`config.mk`:
```
export PLATFORM = sky130hd
export DESIGN_NAME = pipe_stage_reg
export DESIGN_NICKNAME = d
export VERILOG_FILES = /design/src/rtl/pipe_pkg.sv /design/src/rtl/pipe_entry_reg.sv /design/src/rtl/pipe_stage_reg.sv
export SDC_FILE = /design/constraint.sdc
export NUM_CORES = 1
export LEC_CHECK = 0
export ABC_AREA = 1
export CAP_MARGIN = 30
export CORE_MARGIN = 2
export CORE_UTILIZATION = 38
export CTS_BUF_LIST = sky130_fd_sc_hd__clkbuf_4 sky130_fd_sc_hd__clkbuf_8 sky130_fd_sc_hd__clkbuf_16
export CTS_CLUSTER_SIZE = 16
export DETAILED_ROUTE_END_ITERATION = 7
export PLACE_DENSITY = 0.77
export SETUP_SLACK_MARGIN = 0.15
export SYNTH_ARGS = -nofsm -noshare
export SYNTH_HDL_FRONTEND = slang
export SYNTH_SLANG_ARGS = --single-unit
```
`constraint.sdc`:
```
create_clock -name clk -period 2.1 [get_ports clk]
set_input_delay 0.21 -clock clk [delete_from_list [all_inputs] [get_ports clk]]
set_output_delay 0.21 -clock clk [all_outputs]
set_load 0.03 [all_outputs]
```
`src/rtl/pipe_pkg.sv`:
```
// Shared entry type and helpers for the pipeline stage register.
// Entry fields are sized for the widest legal configuration; unused high bits stay zero.
package pipe_pkg;

    localparam int DATA_W_MAX = 256;
    localparam int RD_W_MAX   = 8;

    localparam logic [RD_W_MAX-1:0] RD_ZERO = '0;

    typedef struct packed {
        logic [DATA_W_MAX-1:0] data;
        logic [RD_W_MAX-1:0]   rd;
        logic                  regwrite;
        logic                  valid;
    } pipe_entry_t;

    // Register 0 is hard-wired, so a pending write to it is never a hazard.
    function automatic logic entry_writes(input pipe_entry_t e, input logic [RD_W_MAX-1:0] rd);
        return e.valid && e.regwrite && (e.rd == rd) && (rd != RD_ZERO);
    endfunction

endpackage

```
`src/rtl/pipe_entry_reg.sv`:
```
// Single pipeline entry register: load a new entry, or clear its valid bit.
// Clearing keeps the payload so the stage outputs hold their last value.
module pipe_entry_reg
    import pipe_pkg::*;
(
    input  logic        clk,
    input  logic        rst_n,
    input  logic        load,
    input  logic        clr,
    input  pipe_entry_t d,
    output pipe_entry_t q
);

    // NOTE: non-blocking assignments in always_ff so every register samples pre-edge values.
    // NOTE: the payload is reset too, not just valid, because the stage must present zero data after reset.
    always_ff @(posedge clk or negedge rst_n) begin
        if (!rst_n) begin
            q <= '0;
        end else if (clr) begin
            q.valid <= 1'b0;
        end else if (load) begin
            q <= d;
        end
    end

endmodule

```
`src/rtl/pipe_stage_reg.sv`:
```
// Valid/ready pipeline stage register with hazard query and occupancy count.
// Define PIPE_SKID_EN for a two-entry (main + skid) build with a registered in_ready.
module pipe_stage_reg
    import pipe_pkg::*;
#(
    parameter int DATA_W = 32,
    parameter int RD_W   = 5
) (
    input  logic              clk,
    input  logic              rst_n,
    input  logic              flush,
    input  logic              in_valid,
    output logic              in_ready,
    input  logic [DATA_W-1:0] in_data,
    input  logic [RD_W-1:0]   in_rd,
    input  logic              in_regwrite,
    output logic              out_valid,
    input  logic              out_ready,
    output logic [DATA_W-1:0] out_data,
    output logic [RD_W-1:0]   out_rd,
    output logic              out_regwrite,
    output logic [1:0]        occupancy,
    input  logic [RD_W-1:0]   hz_rd,
    output logic              hz_hit
);

    pipe_entry_t         in_entry;
    pipe_entry_t         main_d;
    pipe_entry_t         main_q;
    logic                main_load;
    logic                main_clr;
    logic                in_xfer;
    logic                out_xfer;
    logic [RD_W_MAX-1:0] hz_rd_ext;
    logic [1:0]          occ_q;

    always_comb begin
        in_entry          = '0;
        in_entry.data     = DATA_W_MAX'(in_data);
        in_entry.rd       = RD_W_MAX'(in_rd);
        in_entry.regwrite = in_regwrite;
        in_entry.valid    = 1'b1;
    end

    assign hz_rd_ext = RD_W_MAX'(hz_rd);
    assign in_xfer   = in_valid && in_ready && !flush;
    assign out_xfer  = main_q.valid && out_ready;

`ifdef PIPE_SKID_EN
    pipe_entry_t skid_q;
    logic        skid_load;
    logic        skid_clr;

    // Skid is only ever occupied while main is, so "skid empty" alone gates acceptance.
    assign in_ready = !skid_q.valid;

    // NOTE: every always_comb output gets a default first, so no path can infer a latch.
    always_comb begin
        main_d    = skid_q.valid ? skid_q : in_entry;
        main_load = (out_xfer && skid_q.valid) || (in_xfer && (!main_q.valid || out_xfer));
        main_clr  = flush || (out_xfer && !skid_q.valid && !in_xfer);
        skid_load = in_xfer && main_q.valid && !out_xfer;
        skid_clr  = flush || (out_xfer && skid_q.valid);
    end

    pipe_entry_reg u_skid (
        .clk   (clk),
        .rst_n (rst_n),
        .load  (skid_load),
        .clr   (skid_clr),
        .d     (in_entry),
        .q     (skid_q)
    );

    assign hz_hit = entry_writes(main_q, hz_rd_ext) || entry_writes(skid_q, hz_rd_ext);
`else
    assign in_ready = !main_q.valid || out_ready;

    always_comb begin
        main_d    = in_entry;
        main_load = in_xfer;
        main_clr  = flush || (out_xfer && !in_xfer);
    end

    assign hz_hit = entry_writes(main_q, hz_rd_ext);
`endif

    pipe_entry_reg u_main (
        .clk   (clk),
        .rst_n (rst_n),
        .load  (main_load),
        .clr   (main_clr),
        .d     (main_d),
        .q     (main_q)
    );

    always_ff @(posedge clk or negedge rst_n) begin
        if (!rst_n) begin
            occ_q <= '0;
        end else if (flush) begin
            occ_q <= '0;
        end else begin
            case ({in_xfer, out_xfer})
                2'b10:   occ_q <= occ_q + 2'd1;
                2'b01:   occ_q <= occ_q - 2'd1;
                default: occ_q <= occ_q;
            endcase
        end
    end

    assign occupancy    = occ_q;
    assign out_valid    = main_q.valid;
    assign out_regwrite = main_q.valid && main_q.regwrite;
    assign out_data     = main_q.data[DATA_W-1:0];
    assign out_rd       = main_q.rd[RD_W-1:0];

    // High payload bits are always zero-filled and never leave the stage.
    if (DATA_W < DATA_W_MAX) begin : g_data_pad
        logic unused_data_hi;
        assign unused_data_hi = ^main_q.data[DATA_W_MAX-1:DATA_W];
    end

endmodule
```
==> flow_metrics.py <==
metrics = {
    "status": {
        "status": "completed",
    },
    "clock_network": {
        "cts.sinks": 41,
        "insertion_delay_ns": 0.28,
        "cts_max_level": 2,
        "cts_resized": 1,
        "cts_tree": "done",
        "path_clk_slew_ns": 0.08,
        "numCtsBuffers": 5,
        "ctsRootBufferMaster": "clkbuf_8",
        "cts_setup_buffers": 0,
        "hold_buffers": 0,
        "clockBufferDepth": 2,
    },
    "critical_path": {
        "ff2ff_path_depth": 5,
        "cp.required_ns": 1.89,
        "end_kind": "primary output",
        "cp_max_fo": 4,
        "critPathLaunchType": "flip-flop",
        "r2r-end": "u_main.q[4]$_DFFE_PN0P_",
        "reg2reg_from": "u_main.q[0]$_DFFE_PN0P_",
        "crit_type": "flip-flop to primary output",
        "worst_ep_arrival_time_ns": 1.50,
        "reg2reg_slack_ns": 0.69,
    },
    "placement": {
        "post-dp-hpwl_um": 3248,
        "gp_congestion": 0.7023,
        "place_area_um2": 2758,
        "portBuffers": 90,
    },
    "floorplan": {
        "placementRows": 27,
        "die_h_um": 78.99,
        "die_w_um": 78.99,
        "io_pins": 91,
        "core_area_um2": 5473,
        "dieArea_um2": 6239,
        "start_util_pct": 39.05,
    },
    "sta": {
        "fin_crit_sh_pct": 81.63,
        "fmax_ghz": 0.5833,
        "rsz0062_at_grt": "no",
        "fin_skew_ns": 0.005235,
        "finalSetupViolations": 0,
        "tightestPinTransition_ns": 0.9050,
        "slew_headroom_pct": 39.67,
        "final.setup.tns_ns": 0,
        "slew_violations": 0,
        "finalHoldViolCount": 0,
        "fin_crit_ns": 1.714,
    },
    "cells_and_area": {
        "final_common_cell": "nand2_1",
        "most-common-layout-cells": "nand2_1 (96), clkdlybuf4s50_1 (87), dfrtp_1 (41)",
        "insertedDiodeCount": 0,
        "drive_gt1_share_pct": 5.844,
        "areaGrowthSynthToFinish_pct": 33.20,
        "post-route-cell-area_um2": 2846,
        "fin_nets": 356,
    },
    "pwr": {
        "peakVddDrop_mv": 0.3658,
        "power.internal_mw": 1.526,
        "power_frac_comb_pct": 34.2,
        "p_clk_share_pct": 22.9,
        "switchingPower_mw": 0.7591,
        "power_density_nw_per_um2": 802.8,
        "p_seq_share_pct": 42.9,
        "swShare_pct": 33.22,
        "leakage_nw": 1.390,
    },
    "synth": {
        "synth.area.top_cells": "dfrtp_1 (48%), nand2_1 (17%), buf_4 (14%)",
        "yosysWarnings": 0,
        "synth_top_cell_area_share_pct": 48.01,
        "postSynthCellCount": 257,
        "ys_ff_latch": 41,
        "synth_fp_nets": 305,
        "syn_avg_cell_area_um2": 8.315,
        "yosys.area.top_type": "dfrtp_1",
        "synthDistinctLibCells": 16,
        "netlist_area_um2": 2137,
        "seq_area_frac_synth_pct": 48.01,
    },
    "drt": {
        "drc": 0,
        "wirelength_um": 4491,
        "drt_iter0_markers": 69,
        "wl_per_cell_um": 11.82,
        "route.antenna.remaining_nets": 0,
        "viasPerCell": 4.474,
        "dr.pass1.iters": 4,
        "vias": 1700,
    },
    "run": {
        "maxCapViolCount": 0,
    },
    "global_routing": {
        "antenna_found_initial": 0,
        "overflow": 0,
        "grt_use_total_pct": 15.23,
        "grt_start_max_net_pins": 42,
        "grt_pass1_vias": 1642,
        "grt_pass1_wl_um": 7514,
    },
    "worst_hold_path": {
        "min_path_type": "input port to asynchronous set/reset pin",
    },
}
## registers in the layout, indices dropped and copies added (netlist names)
register / flops
u_main.q: 39
occupancy: 2
## power groups by stage
stage | clock [mW] | combinational, mW | sequential [mW]
2_1_floorplan | 0 | 0.585 | 0.988
3_3_place_gp | 0 | 0.782 | 0.992
3_5_place_dp | 0 | 0.793 | 0.997
4_1_cts | 0.544 | 0.794 | 0.984
5_1_grt | 0.572 | 0.848 | 1.00
6_report | 0.522 | 0.782 | 0.981
## Yosys cell counts, drive strengths merged
master / count
nor2: 8
nand3: 39
xnor2: 2
inv: 12
o21ai: 4
or2: 1
buf: 49
nand2: 97
dfrtp: 41
a21oi: 4
## how the worst max path moves through the flow
stage,from,endpoint,slack [ns]
6_report,u_main.q[0]$_DFFE_PN0P_,hz_hit,0.39
5_1_grt,u_main.q[0]$_DFFE_PN0P_,hz_hit,0.24
4_1_cts,u_main.q[0]$_DFFE_PN0P_,hz_hit,0.37
3_5_place_dp,hz_rd[0],hz_hit,0.16
3_3_place_gp,hz_rd[0],hz_hit,0.17
2_1_floorplan,u_main.q[0]$_DFFE_PN0P_,hz_hit,0.38
## final cells by class
cell class | count | area [um^2]
tap | 72 | 90.09
inverter | 12 | 45.04
clock buffer | 7 | 90.09
timing repair buffer | 93 | 914.6
multi-input combinational | 155 | 680.7
sequential | 41 | 1026
fill | 553 | 2626
## metal layers
| layer | vias up | global-route usage, % | part of all wire, % |
|---|---|---|---|
| met3 | 4 | 4.318 | 6.6 |
| met4 | 0 | 3.621 | 0.73 |
| met2 | 52 | 25.85 | 48 |
| li1 | 862 | - | - |
| met1 | 782 | 19.25 | 44 |
| met5 | - | 0 | 0 |
## stage by stage
stage	cells	setup slack (ns)	hold WS (ns)	utilization [%]	total power, mW
floorplan	257	0.3840	-0.08559	-	1.573
global placement	373	0.1715	0.3874	50.39	1.774
detailed placement	373	0.1581	0.3965	50.39	1.790
CTS	380	0.3716	0.08270	52.01	2.322
global route	380	0.2440	0.1121	52.01	2.421
finish	380	0.3857	0.05344	52.01	2.285
## critical path, stage by stage (launching register included)
cell	delay, ns
dfrtp_1	0.40
nand2_1	0.06
inv_1	0.07
o21ai_0	0.08
nor2_1	0.09
nand2_1	0.06
nor2_1	0.07
dlygate4sd2_1	0.39
## logic make-up (layout without fill, tap and decap cells)
kind of cell,count (synthesis),in the layout,share of synthesized area (%)
AO/OA/AOI/OAI,8,8,1.874
XOR/XNOR,2,2,0.8198
buffers and inverters,61,112,20.14
flip-flops,41,41,48.01
AND/OR/NAND/NOR,145,145,29.16
Power figures use the tool's default switching activity.
